===== src/rtl/vga_frame_reader_if.sv =====
// VRAM read port and VGA output bundle between the frame reader and its neighbours.
`timescale 1ns/1ps
interface vga_frame_reader_if #(
    parameter int ADDR_WIDTH = 17,
    parameter int DATA_WIDTH = 12
);
    logic [ADDR_WIDTH-1:0] pixel_read_address_o;
    logic [DATA_WIDTH-1:0] pixel_data_i;
    logic [3:0]            vga_r_o;
    logic [3:0]            vga_g_o;
    logic [3:0]            vga_b_o;
    logic                  hsync_o;
    logic                  vsync_o;
    logic                  video_on_o;
    logic                  frame_start_o;

    modport master (
        output pixel_read_address_o,
        input  pixel_data_i,
        output vga_r_o,
        output vga_g_o,
        output vga_b_o,
        output hsync_o,
        output vsync_o,
        output video_on_o,
        output frame_start_o
    );

    modport slave (
        input  pixel_read_address_o,
        output pixel_data_i,
        input  vga_r_o,
        input  vga_g_o,
        input  vga_b_o,
        input  hsync_o,
        input  vsync_o,
        input  video_on_o,
        input  frame_start_o
    );
endinterface


===== src/rtl/vga_frame_reader.sv =====
// 640x480@60 VGA scan-out of a 320x240 VRAM frame, doubled in both axes,
// with RGB444 and syncs registered one pixel period after the address is issued.
`timescale 1ns/1ps
module vga_frame_reader #(
    parameter int ADDR_WIDTH = 17,
    parameter int DATA_WIDTH = 12,
    parameter int CLK_DIV    = 4,
    parameter int FRAME_W    = 320,
    parameter int FRAME_H    = 240
) (
    input  logic               clk_i,
    input  logic               reset_i,
    vga_frame_reader_if.master bus
);
    localparam int DIV_W = (CLK_DIV > 1) ? $clog2(CLK_DIV) : 1;
    localparam logic [DIV_W-1:0] DIV_LAST = DIV_W'(CLK_DIV - 1);
    localparam logic [DIV_W-1:0] DIV_ONE  = DIV_W'(1);

    localparam logic [9:0] H_VISIBLE    = 10'(2 * FRAME_W);
    localparam logic [9:0] H_SYNC_FIRST = 10'd656;
    localparam logic [9:0] H_SYNC_LAST  = 10'd751;
    localparam logic [9:0] H_LAST       = 10'd799;
    localparam logic [9:0] V_VISIBLE    = 10'(2 * FRAME_H);
    localparam logic [9:0] V_SYNC_FIRST = 10'd490;
    localparam logic [9:0] V_SYNC_LAST  = 10'd491;
    localparam logic [9:0] V_LAST       = 10'd524;

    localparam logic [ADDR_WIDTH-1:0] LINE_STRIDE = ADDR_WIDTH'(FRAME_W);
    localparam logic [ADDR_WIDTH-1:0] ADDR_ONE    = ADDR_WIDTH'(1);

    logic [DIV_W-1:0]      div_reg;
    logic                  tick;
    logic [9:0]            h_cnt_reg, h_cnt_next;
    logic [9:0]            v_cnt_reg, v_cnt_next;
    logic                  h_wrap;
    logic                  frame_wrap;
    logic                  visible_cur;
    logic                  visible_next;
    logic [ADDR_WIDTH-1:0] line_base_reg, line_base_next;
    logic [ADDR_WIDTH-1:0] addr_reg, addr_next;
    logic [DATA_WIDTH-1:0] rgb_reg;
    logic                  hsync_reg;
    logic                  vsync_reg;
    logic                  video_on_reg;
    logic                  frame_start_reg;

    assign tick = (div_reg == DIV_LAST);

    always_comb begin
        h_wrap         = (h_cnt_reg == H_LAST);
        frame_wrap     = h_wrap && (v_cnt_reg == V_LAST);
        h_cnt_next     = h_wrap ? 10'd0 : h_cnt_reg + 10'd1;
        v_cnt_next     = v_cnt_reg;
        if (h_wrap) begin
            v_cnt_next = (v_cnt_reg == V_LAST) ? 10'd0 : v_cnt_reg + 10'd1;
        end
        visible_cur    = (h_cnt_reg < H_VISIBLE) && (v_cnt_reg < V_VISIBLE);
        visible_next   = (h_cnt_next < H_VISIBLE) && (v_cnt_next < V_VISIBLE);

        // Stored row base advances only on even display lines, giving line doubling.
        line_base_next = line_base_reg;
        if (h_wrap) begin
            if (v_cnt_next == 10'd0) begin
                line_base_next = '0;
            end else if ((v_cnt_next < V_VISIBLE) && !v_cnt_next[0]) begin
                line_base_next = line_base_reg + LINE_STRIDE;
            end
        end

        // Column doubling: step the address only when entering an even column.
        addr_next = addr_reg;
        if (visible_next) begin
            if (h_cnt_next == 10'd0) begin
                addr_next = line_base_next;
            end else if (!h_cnt_next[0]) begin
                addr_next = addr_reg + ADDR_ONE;
            end
        end
    end

    always_ff @(posedge clk_i or negedge reset_i) begin
        if (!reset_i) begin
            div_reg       <= '0;
            h_cnt_reg     <= '0;
            v_cnt_reg     <= '0;
            line_base_reg <= '0;
            addr_reg      <= '0;
        end else begin
            div_reg <= tick ? '0 : div_reg + DIV_ONE;
            if (tick) begin
                h_cnt_reg     <= h_cnt_next;
                v_cnt_reg     <= v_cnt_next;
                line_base_reg <= line_base_next;
                addr_reg      <= addr_next;
            end
        end
    end

    // Output stage describes the position being left; VRAM data for it settled CLK_DIV-1 cycles ago.
    always_ff @(posedge clk_i or negedge reset_i) begin
        if (!reset_i) begin
            rgb_reg         <= '0;
            hsync_reg       <= 1'b1;
            vsync_reg       <= 1'b1;
            video_on_reg    <= 1'b0;
            frame_start_reg <= 1'b0;
        end else begin
            frame_start_reg <= tick && frame_wrap;
            if (tick) begin
                rgb_reg      <= visible_cur ? bus.pixel_data_i : '0;
                hsync_reg    <= !((h_cnt_reg >= H_SYNC_FIRST) && (h_cnt_reg <= H_SYNC_LAST));
                vsync_reg    <= !((v_cnt_reg >= V_SYNC_FIRST) && (v_cnt_reg <= V_SYNC_LAST));
                video_on_reg <= visible_cur;
            end
        end
    end

    logic [3:0] chan [3];

    generate
        for (genvar gi = 0; gi < 3; gi++) begin : g_chan
            assign chan[gi] = rgb_reg[DATA_WIDTH-1-4*gi -: 4];
        end
    endgenerate

    assign bus.pixel_read_address_o = addr_reg;
    assign bus.vga_r_o              = chan[0];
    assign bus.vga_g_o              = chan[1];
    assign bus.vga_b_o              = chan[2];
    assign bus.hsync_o              = hsync_reg;
    assign bus.vsync_o              = vsync_reg;
    assign bus.video_on_o           = video_on_reg;
    assign bus.frame_start_o        = frame_start_reg;
endmodule


===== src/flat_wrapper.sv =====
// flat-port wrapper written by rule: the top's interface ports become plain ports
module vga_frame_reader_flat 
#(
    parameter int ADDR_WIDTH = 17,
    parameter int DATA_WIDTH = 12,
    parameter int CLK_DIV    = 4,
    parameter int FRAME_W    = 320,
    parameter int FRAME_H    = 240
)
  (clk_i, reset_i, bus_pixel_read_address_o, bus_pixel_data_i, bus_vga_r_o, bus_vga_g_o, bus_vga_b_o, bus_hsync_o, bus_vsync_o, bus_video_on_o, bus_frame_start_o);
  vga_frame_reader_if #(.ADDR_WIDTH(ADDR_WIDTH), .DATA_WIDTH(DATA_WIDTH)) bus_i ();
  input  logic clk_i;
  input  logic reset_i;
  output wire logic [$bits(bus_i.pixel_read_address_o)-1:0] bus_pixel_read_address_o;
  input wire logic [$bits(bus_i.pixel_data_i)-1:0] bus_pixel_data_i;
  output wire logic [$bits(bus_i.vga_r_o)-1:0] bus_vga_r_o;
  output wire logic [$bits(bus_i.vga_g_o)-1:0] bus_vga_g_o;
  output wire logic [$bits(bus_i.vga_b_o)-1:0] bus_vga_b_o;
  output wire logic [$bits(bus_i.hsync_o)-1:0] bus_hsync_o;
  output wire logic [$bits(bus_i.vsync_o)-1:0] bus_vsync_o;
  output wire logic [$bits(bus_i.video_on_o)-1:0] bus_video_on_o;
  output wire logic [$bits(bus_i.frame_start_o)-1:0] bus_frame_start_o;
  assign bus_pixel_read_address_o = bus_i.pixel_read_address_o;
  assign bus_i.pixel_data_i = bus_pixel_data_i;
  assign bus_vga_r_o = bus_i.vga_r_o;
  assign bus_vga_g_o = bus_i.vga_g_o;
  assign bus_vga_b_o = bus_i.vga_b_o;
  assign bus_hsync_o = bus_i.hsync_o;
  assign bus_vsync_o = bus_i.vsync_o;
  assign bus_video_on_o = bus_i.video_on_o;
  assign bus_frame_start_o = bus_i.frame_start_o;
  vga_frame_reader #(.ADDR_WIDTH(ADDR_WIDTH), .DATA_WIDTH(DATA_WIDTH), .CLK_DIV(CLK_DIV), .FRAME_W(FRAME_W), .FRAME_H(FRAME_H)) u_core (.clk_i(clk_i), .reset_i(reset_i), .bus(bus_i));
endmodule

===== config.mk =====
export PLATFORM = sky130hd
export DESIGN_NAME = vga_frame_reader_flat
export DESIGN_NICKNAME = d
export VERILOG_FILES = /design/src/rtl/vga_frame_reader_if.sv /design/src/rtl/vga_frame_reader.sv /design/src/flat_wrapper.sv
export SDC_FILE = /design/constraint.sdc
export NUM_CORES = 1
export LEC_CHECK = 0
export BUFFER_PORTS_ARGS = -buffer_cell sky130_fd_sc_hd__buf_2
export CAP_MARGIN = 20
export CORE_AREA = 2 2 91 93
export DETAILED_ROUTE_END_ITERATION = 12
export DIE_AREA = 0 0 93 95
export PLACE_DENSITY = 0.73
export SKIP_LAST_GASP = 1
export SLEW_MARGIN = 20
export SYNTH_ARGS = -nofsm -noshare
export SYNTH_HDL_FRONTEND = slang
export SYNTH_SLANG_ARGS = --single-unit

===== constraint.sdc =====
create_clock -name clk_i -period 3.05 [get_ports clk_i]
set_clock_uncertainty 0.1 [all_clocks]
set_input_delay 0.305 -clock clk_i [delete_from_list [all_inputs] [get_ports clk_i]]
set_output_delay 0.305 -clock clk_i [all_outputs]
set_load 0.01 [all_outputs]

# Word level (Yosys, flattened, before mapping)
# Cells that the tools add are included.
# Widths: inputs -> output; s select.
[totals]
register_bits = 72
input_bits = 14
out_inout_bits = 33
elab_cells = 50
[classes]
n_addsub = 5
magnitude_cmp = 8
n_eq_ne = 4
muxes = 10
reduce_logical = 13
[op_table]
columns = ["operator", "count"]
rows = [
  ["$mux 17", 5],
  ["$mux 10", 3],
  ["$add 10x1->10 const B", 2],
  ["$eq 10x10->1 const B", 2],
  ["$logic_not 10->1", 2],
  ["$lt 10x10->1 const B", 2],
  ["$lt 10x9->1 const B", 2],
  ["$add 17x1->17 const B", 1],
  ["$add 17x9->17 const B", 1],
  ["$mux 12", 1],
  ["$ge 10x10->1 const B", 1],
  ["$ge 10x9->1 const B", 1],
  ["$le 10x10->1 const B", 1],
  ["$le 10x9->1 const B", 1],
  ["$logic_and 1x1->1", 7],
  ["$logic_not 1->1", 3],
  ["$reduce_and 3->1", 1],
  ["$add 2x1->2 const B", 1],
  ["$eq 2x2->1 const B", 1],
  ["$mux 2", 1],
  ["$ne 2x2->1 const B", 1],
]

# Longest topological paths before layout
# Gate-level depths: netlist of run 1.
[logic_depth]
word_depth = 9
mapped_depth = 12
depth_no_buf = 9

# Worst setup path after synthesis of run 1
# OpenSTA, ideal clock, no wires.
[synth_path]
path_type = "reg2reg"
from = "reg u_core.v_cnt_reg[5]"
to = "reg u_core.line_base_reg[16]"
setup_time_ns = 0.121
t_arrival_ns = 2.581
t_required_ns = 2.829
setup_slack_ns = 0.248
path_stages_with_launch = 10
n_path_buf = 2
period_less_slack_ns = 2.802
path_cell_list = "dfrtp_1 -> buf_2 -> or4_4 -> nor4_4 -> a31oi_2 -> buf_6 -> or4_4 -> nor2_1 -> o21ai_0 -> a22o_1"
[synth_between]
elab_chain_cells = 8
elab_cells_between_ends = 11
cone_classes = "add/sub: 1; order compare: 1; eq/ne: 1; mux: 5; reduce/logical: 3"
[synth_lines]
columns = ["element", "line", "text"]
rows = [
  ["start, declared", "vga_frame_reader.sv:34", "logic [9:0] v_cnt_reg, v_cnt_next;"],
  ["start signal, assigned", "vga_frame_reader.sv:92", "v_cnt_reg <= v_cnt_next;"],
  ["$add 10x1->10 / $eq 10x10->1 (equally long branches)", "vga_frame_reader.sv:55", "v_cnt_next = (v_cnt_reg == V_LAST) ? 10'd0 : v_cnt_reg + 10'd1;"],
  ["$mux 10", "vga_frame_reader.sv:55", ""],
  ["$mux 10 *", "vga_frame_reader.sv:54", "if (h_wrap) begin"],
  ["$lt 10x9->1 / $logic_not 1->1 (equally long branches)", "vga_frame_reader.sv:65", "end else if ((v_cnt_next < V_VISIBLE) && !v_cnt_next[0]) begin"],
  ["$logic_and 1x1->1", "vga_frame_reader.sv:65", ""],
  ["$mux 17", "vga_frame_reader.sv:65", ""],
  ["$mux 17 *", "vga_frame_reader.sv:63", "if (v_cnt_next == 10'd0) begin"],
  ["$mux 17 *", "vga_frame_reader.sv:62", "if (h_wrap) begin"],
  ["end signal, assigned", "vga_frame_reader.sv:93", "line_base_reg <= line_base_next;"],
  ["end, declared", "vga_frame_reader.sv:39", "logic [ADDR_WIDTH-1:0] line_base_reg, line_base_next;"],
]
# Mark *: on every way between the ends. The rest lies on a longest branch, timed or not.
# A chain may end at the register's enable or synchronous reset.

# Worst setup path after layout of run 1
[layout_path]
from = "reg u_core.h_cnt_reg[0]"
to = "reg u_core.addr_reg[13], in the netlist u_core.bus.pixel_read_address_o[13]"
[layout_between]
elab_chain_cells = 8
elab_cells_between_ends = 17
cone_classes = "add/sub: 1; order compare: 2; eq/ne: 2; mux: 6; reduce/logical: 6"
[layout_lines]
columns = ["element", "line", "text"]
rows = [
  ["start, declared", "vga_frame_reader.sv:33", "logic [9:0] h_cnt_reg, h_cnt_next;"],
  ["start signal, assigned", "vga_frame_reader.sv:91", "h_cnt_reg <= h_cnt_next;"],
  ["branches (longest 8 deep; another with $add 10x1->10)", "n/a", ""],
  ["end signal, assigned", "vga_frame_reader.sv:94", "addr_reg <= addr_next;"],
  ["end, declared", "vga_frame_reader.sv:40", "logic [ADDR_WIDTH-1:0] addr_reg, addr_next;"],
]
# Several ways; the timed one is not identified.

==> impl_metrics.tcl, run 1 <==
set metrics [dict create \
    tightestPinTransition_ns 0.779 \
    via_count_of_the_first_global_routing_pass 3523 \
    detail_route.iter0.violations 317 \
    n_antenna_cell 0 \
    yosys-top-cells-area "dfrtp_1 (42%), o21ai_0 (3.9%), nand2_1 (3.6%)" \
    die_outline_width_um 93 \
    warning_count_from_the_yosys_run 0 \
    synth_area_mm2 0.00416 \
    gr-total-overflow 0 \
    max_slew_violation_total_from_the_final_report 0 \
    synth_flop_cell "dfrtp_1" \
    hold_slack_ns 0.0616 \
    synth_area_leader_cell "dfrtp_1" \
    layout_cells_sized_above_1_pct 21.1 \
    synth_edf_count 0 \
    finalPower_uw 1900 \
    numCtsBuffers 9 \
    p_per_cell_area_mw_per_mm2 392 \
    synth_most_common_cell "dfrtp_1" \
    grt_use_total_pct 24.3 \
    routedWlPerCell_um 16.5 \
    maxSlewHeadroom_pct 48.1 \
    status "completed" \
    rr_endpoint "u_core.bus.pixel_read_address_o[13]$_DFFE_PN0P_" \
    worstHoldStart "bus_pixel_data_i[9]" \
    cts_tree "built" \
    critical_path.startpoint "u_core.h_cnt_reg[0]$_DFFE_PN0P_" \
    clock_sinks 72 \
    port_buffer_count 46 \
    post-route-drc-count 0 \
    worst_setup_hold_path_clk_slew_ns 0.08 \
    netlist.area_leader.share_pct 42.1 \
    routed_via_density 6.17 \
    timing.final.ws_setup_ns 0.0924 \
    placeableCoreArea_mm2 0.00793 \
    hold_path_end "u_core.chan[9]$_DFFE_PN0P_" \
    cts.path.max_buffers 2 \
    clock-root-buffer "clkbuf_8" \
    io_pins 47 \
    cp_cell_sequence "ha_1, and3_2, nand3_4, a2111o_2, buf_4, or4_1, a21oi_1, nand3_1, nand3_1" \
    arrival_ns 3.15 \
    synthesis.area_per_instance_um2 9.08 \
    critical_path_class "register to register" \
    floorplan.initialDensity_pct 52.4 \
    synth_nets 479 \
    die_y_um 95 \
    period_needed_ns 2.96 \
    hold_path_depth 2 \
    rsz0062_at_grt "no" \
    cellLeakagePower_uw 0.00201 \
    synth_async_sr_flop_share_pct 100 \
    crit_path_end_kind "register" \
    synth_sequential_area_ratio_pct 43.4 \
    die-area_mm2 0.00884 \
    max_stage_delay_ns 0.47 \
    drtPass1Iterations 6 \
    cpMaxStageDelayCell "a2111o_2" \
    finalSetupTns_ns 0 \
    grt_pass1_wl_um 17100 \
    maxCapViolCount 0 \
    vdd.ir_drop.worst_mv 0.193 \
    number_of_antenna_violations_at_the_first_check_in_global_routing 0 \
    fillCellCount 711 \
    synthCells 458 \
    floorplan.rows 33 \
    worstReg2RegStart "u_core.h_cnt_reg[0]$_DFFE_PN0P_" \
    routed_wl_um 10100 \
    final_min_period_over_clock_period_pct 97.0 \
    htree_levels 3 \
    number_of_distinct_library_cells_after_synthesis 63 \
    worstHoldPathType "primary input to register" \
    cp-start-kind "register" \
    final-setup-viol-count 0 \
    grt_start_max_net_pins 40 \
    area_delta_synth_final_pct 16.3 \
    place_hpwl_um 6990 \
    hold_violations 0 \
    worstRegToRegCells 9 \
    fmaxAchievable_mhz 338 \
    yosys-top-cells-count "dfrtp_1 (70), nand2_1 (40), nor2_1 (39), o21ai_0 (32)" \
    ff2ff_setup_slack_ns 0.09 \
    cp.required_ns 3.24 \
    gp_congestion 0.994 \
    placement.setup.worst_slack_ns 0.0357 \
    clock_insertion_delay_worst_skew_ns 0.35 \
    critical_path.most_common_cell "nand3_1" \
    final_nets 527 \
    detail-route-antenna-nets 0 \
    route.vias.total 3801 \
    worst-path-max-fanout 8 \
    postSynthRegisterBits 72 \
]
## worst max-delay path: cells and delay by family (launching register included)
family                     cells  cell delay, ns
and+or+nand+nor                5            1.14
AOI/OAI and AO/OA              2            0.77
DFF                            1            0.45
buffers and inverters          1            0.18
adders and majority gates      1            0.25
## how the worst max path moves through the flow
stage / endpoint / slack, ns / cells after the start
5_1_grt: u_core.bus.pixel_read_address_o[2]$_DFFE_PN0P_ / 0.02 / 11
3_5_place_dp: u_core.bus.pixel_read_address_o[7]$_DFFE_PN0P_ / 0.04 / 8
6_report: u_core.bus.pixel_read_address_o[13]$_DFFE_PN0P_ / 0.09 / 9
2_1_floorplan: u_core.line_base_reg[16]$_DFFE_PN0P_ / 0.25 / 9
3_3_place_gp: u_core.bus.pixel_read_address_o[15]$_DFFE_PN0P_ / 0.10 / 7
4_1_cts: u_core.bus.pixel_read_address_o[5]$_DFFE_PN0P_ / 0.01 / 10
## cells in the final DEF, fill, tap and decap left out, types with 3 or more instances in the layout
master and count:
and4_1 6, nor3_1 15, xnor2_1 15, nand4_1 9
buf_2 46, o21ai_0 32, inv_1 9, a22o_1 14
a21oi_1 28, nor4b_1 4, a2bb2oi_1 5, or4_1 5
nor4_1 7, o31ai_1 8, nor2_1 39, nor4_2 3
mux2_2 4, a211o_1 3, buf_4 23, nand2_1 40
nand2b_1 3, dfrtp_1 70, ha_1 6, and2_1 8
nand3_1 28, nor2b_1 3, o21a_1 3, and3_1 4
clkbuf_8 11, a31oi_1 4, xor2_1 4
## layer usage
metal / wire, um / vias up / track usage [%]
met5: 0 / - / 0
met4: 185 / 0 / 9.80
met3: 702 / 23 / 5.19
met2: 4600 / 179 / 37.1
met1: 4650 / 1807 / 33.9
li1: - / 1792 / -
## through the flow
step           utilization (%)  cells  cell area [um2]
6_report                  61.0    616             4830
5_1_grt                   61.0    616             4830
3_3_place_gp              57.4    598             4550
3_5_place_dp              57.4    598             4550
4_1_cts                   60.4    615             4790
2_1_floorplan                -    458             4160
## cell type report
class | instances | area (um2) | area share (%)
inverter | 9 | 33.8 | 0.699
clock inverter | 4 | 76.3 | 1.58
timing repair buffer | 71 | 433 | 8.95
clock buffer | 12 | 155 | 3.21
multi-input combinational | 343 | 2200 | 45.5
tap | 105 | 131 | 2.72
sequential | 72 | 1800 | 37.3
## report_power, final
group | total [uW] | internal [uW] | switching, uW
combinational | 50.1 | 21.2 | 28.9
sequential | 966 | 962 | 4.48
clock | 879 | 507 | 371
total | 1900 | 1490 | 405
## timing repair
action	CTS	global route
hold endpoints to repair	33	0
hold buffers	1	0
setup buffers	0	1
resized for setup	0	8
endpoints found under the setup margin	0	19
## cell families (layout without fill, tap and decap cells)
family	after synthesis	in the layout	share of synthesized area, %
DFF	72	72	43.4
AOI/OAI and AO/OA	124	124	20.0
adders and majority gates	7	7	2.11
muxes	4	4	1.08
buffers and inverters	43	96	4.49
and+or+nand+nor	189	189	25.0
xor gates and xnor gates	19	19	4.00
No activity file was read; power rests on OpenSTA's default activity.
==> inputs of run 2 (changes only) <==
--- a/config.mk
+++ b/config.mk
@@ -7,10 +7,10 @@
 export LEC_CHECK = 0
 export BUFFER_PORTS_ARGS = -buffer_cell sky130_fd_sc_hd__buf_2
 export CAP_MARGIN = 20
-export CORE_AREA = 2 2 91 93
+export CORE_AREA = 2 2 87 89
 export DETAILED_ROUTE_END_ITERATION = 12
-export DIE_AREA = 0 0 93 95
-export PLACE_DENSITY = 0.73
+export DIE_AREA = 0 0 89 91
+export PLACE_DENSITY = 0.79
 export SKIP_LAST_GASP = 1
 export SLEW_MARGIN = 20
 export SYNTH_ARGS = -nofsm -noshare
==> impl_metrics.tcl, run 2 (synthesis results as in run 1) <==
set metrics [dict create \
    vdd.ir_drop.worst_mv 0.193 \
    hold_violations 0 \
    floorplan.rows 31 \
    die_y_um 91 \
    rsz0062_at_grt "no" \
    grt_start_max_net_pins 73 \
    status "completed" \
    clock-root-buffer "clkbuf_8" \
    cts_tree "built" \
    numCtsBuffers 9 \
    crit_path_end_kind "register" \
    htree_levels 3 \
    final_min_period_over_clock_period_pct 93.6 \
    clock_insertion_delay_worst_skew_ns 0.35 \
    post-cts-setup-buffer-count 0 \
    area_delta_synth_final_pct 16.1 \
    critical_path_class "register to register" \
    floorplan.initialDensity_pct 58.2 \
    n_antenna_cell 0 \
    final-setup-viol-count 0 \
    max_slew_violation_total_from_the_final_report 0 \
    place_hpwl_um 6910 \
    detail_route.iter0.violations 264 \
    grt_use_total_pct 26.4 \
    gp_congestion 0.923 \
    cp.required_ns 3.22 \
    clock_sinks 72 \
    hold_slack_ns 0.0566 \
    final_nets 533 \
    period_needed_ns 2.85 \
    worstHoldPathType "primary input to async pin" \
    routed_via_density 6.08 \
    routedWlPerCell_um 16.2 \
    worst_setup_hold_path_clk_slew_ns 0.08 \
    grt_pass1_wl_um 17000 \
    layout.cells.most_common "dfrtp_1" \
    number_of_antenna_violations_at_the_first_check_in_global_routing 0 \
    fmaxAchievable_mhz 350 \
    io_pins 47 \
    maxCapViolCount 0 \
    gr-total-overflow 0 \
    cellLeakagePower_uw 0.00203 \
    route.vias.total 3746 \
    final_cell_mix "dfrtp_1 (70), buf_2 (46), nand2_1 (40), nor2_1 (38), o21ai_0 (32)" \
    cts.hold.buffers_added 0 \
    cts.path.max_buffers 2 \
    maxSlewHeadroom_pct 39.4 \
    placeableCoreArea_mm2 0.00714 \
    worst-path-max-fanout 11 \
    finalSetupTns_ns 0 \
    routed_wl_um 9970 \
    arrival_ns 3.03 \
    drtPass1Iterations 5 \
    tightestPinTransition_ns 0.909 \
    p_per_cell_area_mw_per_mm2 368 \
    layout_cells_sized_above_1_pct 22.2 \
    die_outline_width_um 89 \
    die-area_mm2 0.00810 \
    port_buffer_count 46 \
    post-route-drc-count 0 \
    via_count_of_the_first_global_routing_pass 3608 \
    cp-start-kind "register" \
    detail-route-antenna-nets 0 \
]
==> run 2: cell count changes in the layout (fill, tap and decap cells not counted), sizes merged <==
cell | previous run | this run
bufinv | 2 | 1
dlygate4sd3 | 1 | 0
clkbuf | 12 | 11
buf | 70 | 77
clkinv | 1 | 3
==> run 2: metrics by stage <==
stage               setup WS [ns]  cell area [um2]  util (%)  power (uW)  cells
floorplan                   0.248             4160         -         997    458
finish                      0.195             4820      67.6        1770    616
global placement            0.127             4590      64.3        1030    600
global route               0.0312             4820      67.6        1840    616
detailed placement         0.0390             4590      64.3        1030    600
CTS                        0.0309             4790      67.1        1790    616
==> run 2: repair_timing <==
item	4_1_cts	5_1_grt
endpoints found under the setup margin	0	25
hold endpoints to repair	0	0
resized for setup	0	7
==> run 2: power breakdown <==
part	internal [uW]	total, uW	switching, uW	leakage (uW)
Clock	399	760	361	0.0000993
Combinational	18.6	47.5	28.9	0.000985
Sequential	962	967	4.61	0.000941
==> run 2: cell type report <==
class / count / area (um2)
Timing Repair Buffer: 77 / 463
Tap cell: 99 / 124
Inverter: 9 / 33.8
Multi-Input combinational cell: 343 / 2200
Fill cell: 588 / 2310
Clock inverter: 5 / 56.3
Clock buffer: 11 / 141
Sequential cell: 72 / 1800
==> run 2: worst max-delay path, stage by stage, from the launching register on <==
cell and delay, ns:
dfrtp_1 0.53, ha_2 0.36, o21bai_1 0.12, a2111o_1 0.54, buf_4 0.20, nor4b_1 0.35, xor2_1 0.29, a21oi_1 0.12
o22ai_1 0.17
==> run 2: worst paths after layout <==
kind                                                 startpoint                                               to  slack (ns)  depth (start not counted)
max in group asynchronous                               reset_i              u_core.line_base_reg[6]$_DFFE_PN0P_        2.18                          2
worst max-delay path            u_core.v_cnt_reg[0]$_DFFE_PN0P_  u_core.bus.pixel_read_address_o[10]$_DFFE_PN0P_        0.20                          8
worst min-delay path                                    reset_i                  u_core.h_cnt_reg[3]$_DFFE_PN0P_        0.06                          2
min in group clk_i                          bus_pixel_data_i[5]                       u_core.chan[5]$_DFFE_PN0P_        0.08                          2
worst min register to register      u_core.div_reg[0]$_DFF_PN0_                      u_core.div_reg[0]$_DFF_PN0_        0.33                          1
worst max register to register  u_core.v_cnt_reg[0]$_DFFE_PN0P_  u_core.bus.pixel_read_address_o[10]$_DFFE_PN0P_        0.20                          8
==> run 2: layer usage <==
layer	global-route usage [%]	vias to the layer above	wire, um
li1	-	1798	-
met1	38.4	1805	4630
met2	40.4	136	4690
met3	4.82	7	559
met4	7.34	0	91
met5	0	-	0
==> inputs of run 3 (changes only) <==
--- a/config.mk
+++ b/config.mk
@@ -11,6 +11,8 @@
 export DETAILED_ROUTE_END_ITERATION = 12
 export DIE_AREA = 0 0 89 91
 export PLACE_DENSITY = 0.79
+export REMOVE_ABC_BUFFERS = 1
+export SETUP_SLACK_MARGIN = 0.1
 export SKIP_LAST_GASP = 1
 export SLEW_MARGIN = 20
 export SYNTH_ARGS = -nofsm -noshare
==> impl_metrics.tcl, run 3 (synthesis results as in run 1) <==
set metrics [dict create \
    placed_cells_incl_taps 601 \
    area.sequential_mm2 0.00180 \
    grt_pass1_wl_um 17400 \
    grt_start_max_net_pins 39 \
    io_pins 47 \
    maxSlewHeadroom_pct 45.5 \
    numCtsBuffers 9 \
    power_frac_seq_pct 56.7 \
    via_count_of_the_first_global_routing_pass 3587 \
    cpMaxStageDelayCell "a2111o_2" \
    cp.required_ns 3.17 \
    clock_sinks 72 \
    post-route-drc-count 0 \
    die-area_mm2 0.00810 \
    crit_path_end_kind "register" \
    cts.path.max_buffers 2 \
    layout.cells.most_common "dfrtp_1" \
    cts_tree "built" \
    cp-start-kind "register" \
    clock-root-buffer "clkbuf_8" \
    fillCellCount 599 \
    clockPowerShare_pct 40.2 \
    hold_slack_ns 0.0620 \
    detail_route.iter0.violations 315 \
    htree_levels 3 \
    instances_no_fill 620 \
    worstHoldPathType "primary input to register" \
    finalPower_uw 1700 \
    number_of_antenna_violations_at_the_first_check_in_global_routing 0 \
    design_internal_power_uw 1280 \
    port_buffer_count 46 \
    routed_via_density 6.11 \
    switching_share_pct 24.8 \
    area_delta_synth_final_pct 16.6 \
    critical_path_class "register to register" \
    gp_congestion 0.896 \
    period_needed_ns 2.82 \
    detail-route-antenna-nets 0 \
    cp_cell_sequence "ha_1, o21bai_1, a2111o_2, or2_1, nor4_2, xnor2_1, o221ai_1" \
    die_y_um 91 \
    place_hpwl_um 7140 \
    tightestPinTransition_ns 0.818 \
    layout_cells_sized_above_1_pct 22.8 \
    routed_wl_um 10200 \
    final-setup-viol-count 0 \
    p_per_cell_area_mw_per_mm2 351 \
    arrival_ns 2.94 \
    maxCapViolCount 0 \
    routedWlPerCell_um 16.5 \
    drtPass1Iterations 5 \
    worst-path-max-fanout 11 \
    rsz0062_at_grt "yes" \
    multi_input_area_mm2 0.00220 \
    max_stage_delay_ns 0.60 \
    route.vias.total 3791 \
    power_frac_comb_pct 3.0 \
    placeableCoreArea_mm2 0.00714 \
    worst_setup_hold_path_clk_slew_ns 0.08 \
    final_nets 537 \
    n_antenna_cell 0 \
    grt_use_total_pct 26.8 \
    vdd.ir_drop.worst_mv 0.286 \
    fmaxAchievable_mhz 354 \
    cellLeakagePower_uw 0.00203 \
    status "completed" \
    gr-total-overflow 0 \
    hold_violations 0 \
    floorplan.initialDensity_pct 58.2 \
    total_switching_power_uw 422 \
    die_outline_width_um 89 \
    floorplan.rows 31 \
    clock_insertion_delay_worst_skew_ns 0.35 \
    final_min_period_over_clock_period_pct 92.6 \
    final_cell_mix "dfrtp_1 (70), buf_2 (46), nand2_1 (40), nor2_1 (38), buf_4 (33)" \
    max_slew_violation_total_from_the_final_report 0 \
]
run 3: cell types whose count changed in the layout (fill, tap and decap cells not counted), sizes merged:
cell / change
dlygate4sd3: +1
clkinv: -1
clkinvlp: +2
inv: +1
bufinv: -1
buf: +3
clkbuf: -1
run 3: worst paths after layout:
path                                                 startpoint                                         endpoint  slack, ns  cells after the start
worst min register to register      u_core.div_reg[0]$_DFF_PN0_                      u_core.div_reg[0]$_DFF_PN0_       0.34                      1
worst max register to register  u_core.v_cnt_reg[0]$_DFFE_PN0P_  u_core.bus.pixel_read_address_o[15]$_DFFE_PN0P_       0.23                      7
max in group asynchronous                               reset_i                   u_core.bus.hsync_o$_DFFE_PN1P_       1.62                      3
min in group asynchronous                               reset_i                  u_core.v_cnt_reg[1]$_DFFE_PN0P_       0.48                      2
worst max-delay path            u_core.v_cnt_reg[0]$_DFFE_PN0P_  u_core.bus.pixel_read_address_o[15]$_DFFE_PN0P_       0.23                      7
worst min-delay path                        bus_pixel_data_i[4]                       u_core.chan[4]$_DFFE_PN0P_       0.06                      2
run 3: worst max-delay path, delay by kind of cell, from the launching register on:
kind | cells | cell delay (ns)
AOI/OAI and AO/OA | 3 | 0.92
xor gates and xnor gates | 1 | 0.20
adders and majority gates | 1 | 0.39
and+or+nand+nor | 2 | 0.69
DFF | 1 | 0.38
run 3: cell type report:
| type | count | share of cell area, % |
|---|---|---|
| sequential | 72 | 37.2 |
| tap | 99 | 2.56 |
| clock inverter | 6 | 0.930 |
| multi-input combinational | 343 | 45.5 |
| timing repair buffer | 81 | 10.5 |
| inverter | 9 | 0.697 |
| clock buffer | 10 | 2.63 |
run 3: through the flow:
stage | TNS (ns) | setup slack, ns | cell area [um2] | utilization [%]
4_1_cts | 0 | 0.107 | 4800 | 67.2
5_1_grt | 0 | 0.0580 | 4840 | 67.9
3_3_place_gp | 0 | 0.131 | 4610 | 64.6
6_report | 0 | 0.226 | 4840 | 67.9
3_5_place_dp | 0 | 0.0493 | 4610 | 64.6
2_1_floorplan | -1.20 | -0.313 | 4000 | -
run 3: per-layer routing:
layer  global-route usage [%]  part of all wire (%)  vias to the layer above
li1                         -                     -                     1806
met1                     38.1                    43                     1806
met2                     40.9                    48                      157
met3                     4.82                   6.1                       22
met4                     10.1                   2.1                        0
met5                        0                     0                        -
run 3: timing repair:
action,4_1_cts,5_1_grt
endpoints found under the hold margin,33,0
resized for setup,1,6
hold buffers,1,0
buffers inserted,0,2
pin swaps,1,3
endpoints found under the setup margin,2,28
run 3: power groups by stage:
stage / Sequential, uW / Clock [uW] / Combinational [uW]
4_1_cts: 966 / 697 / 53.6
3_3_place_gp: 985 / 0 / 51.5
3_5_place_dp: 985 / 0 / 52.6
6_report: 966 / 685 / 51.5
5_1_grt: 967 / 737 / 58.8
2_1_floorplan: 989 / 0 / 7.85
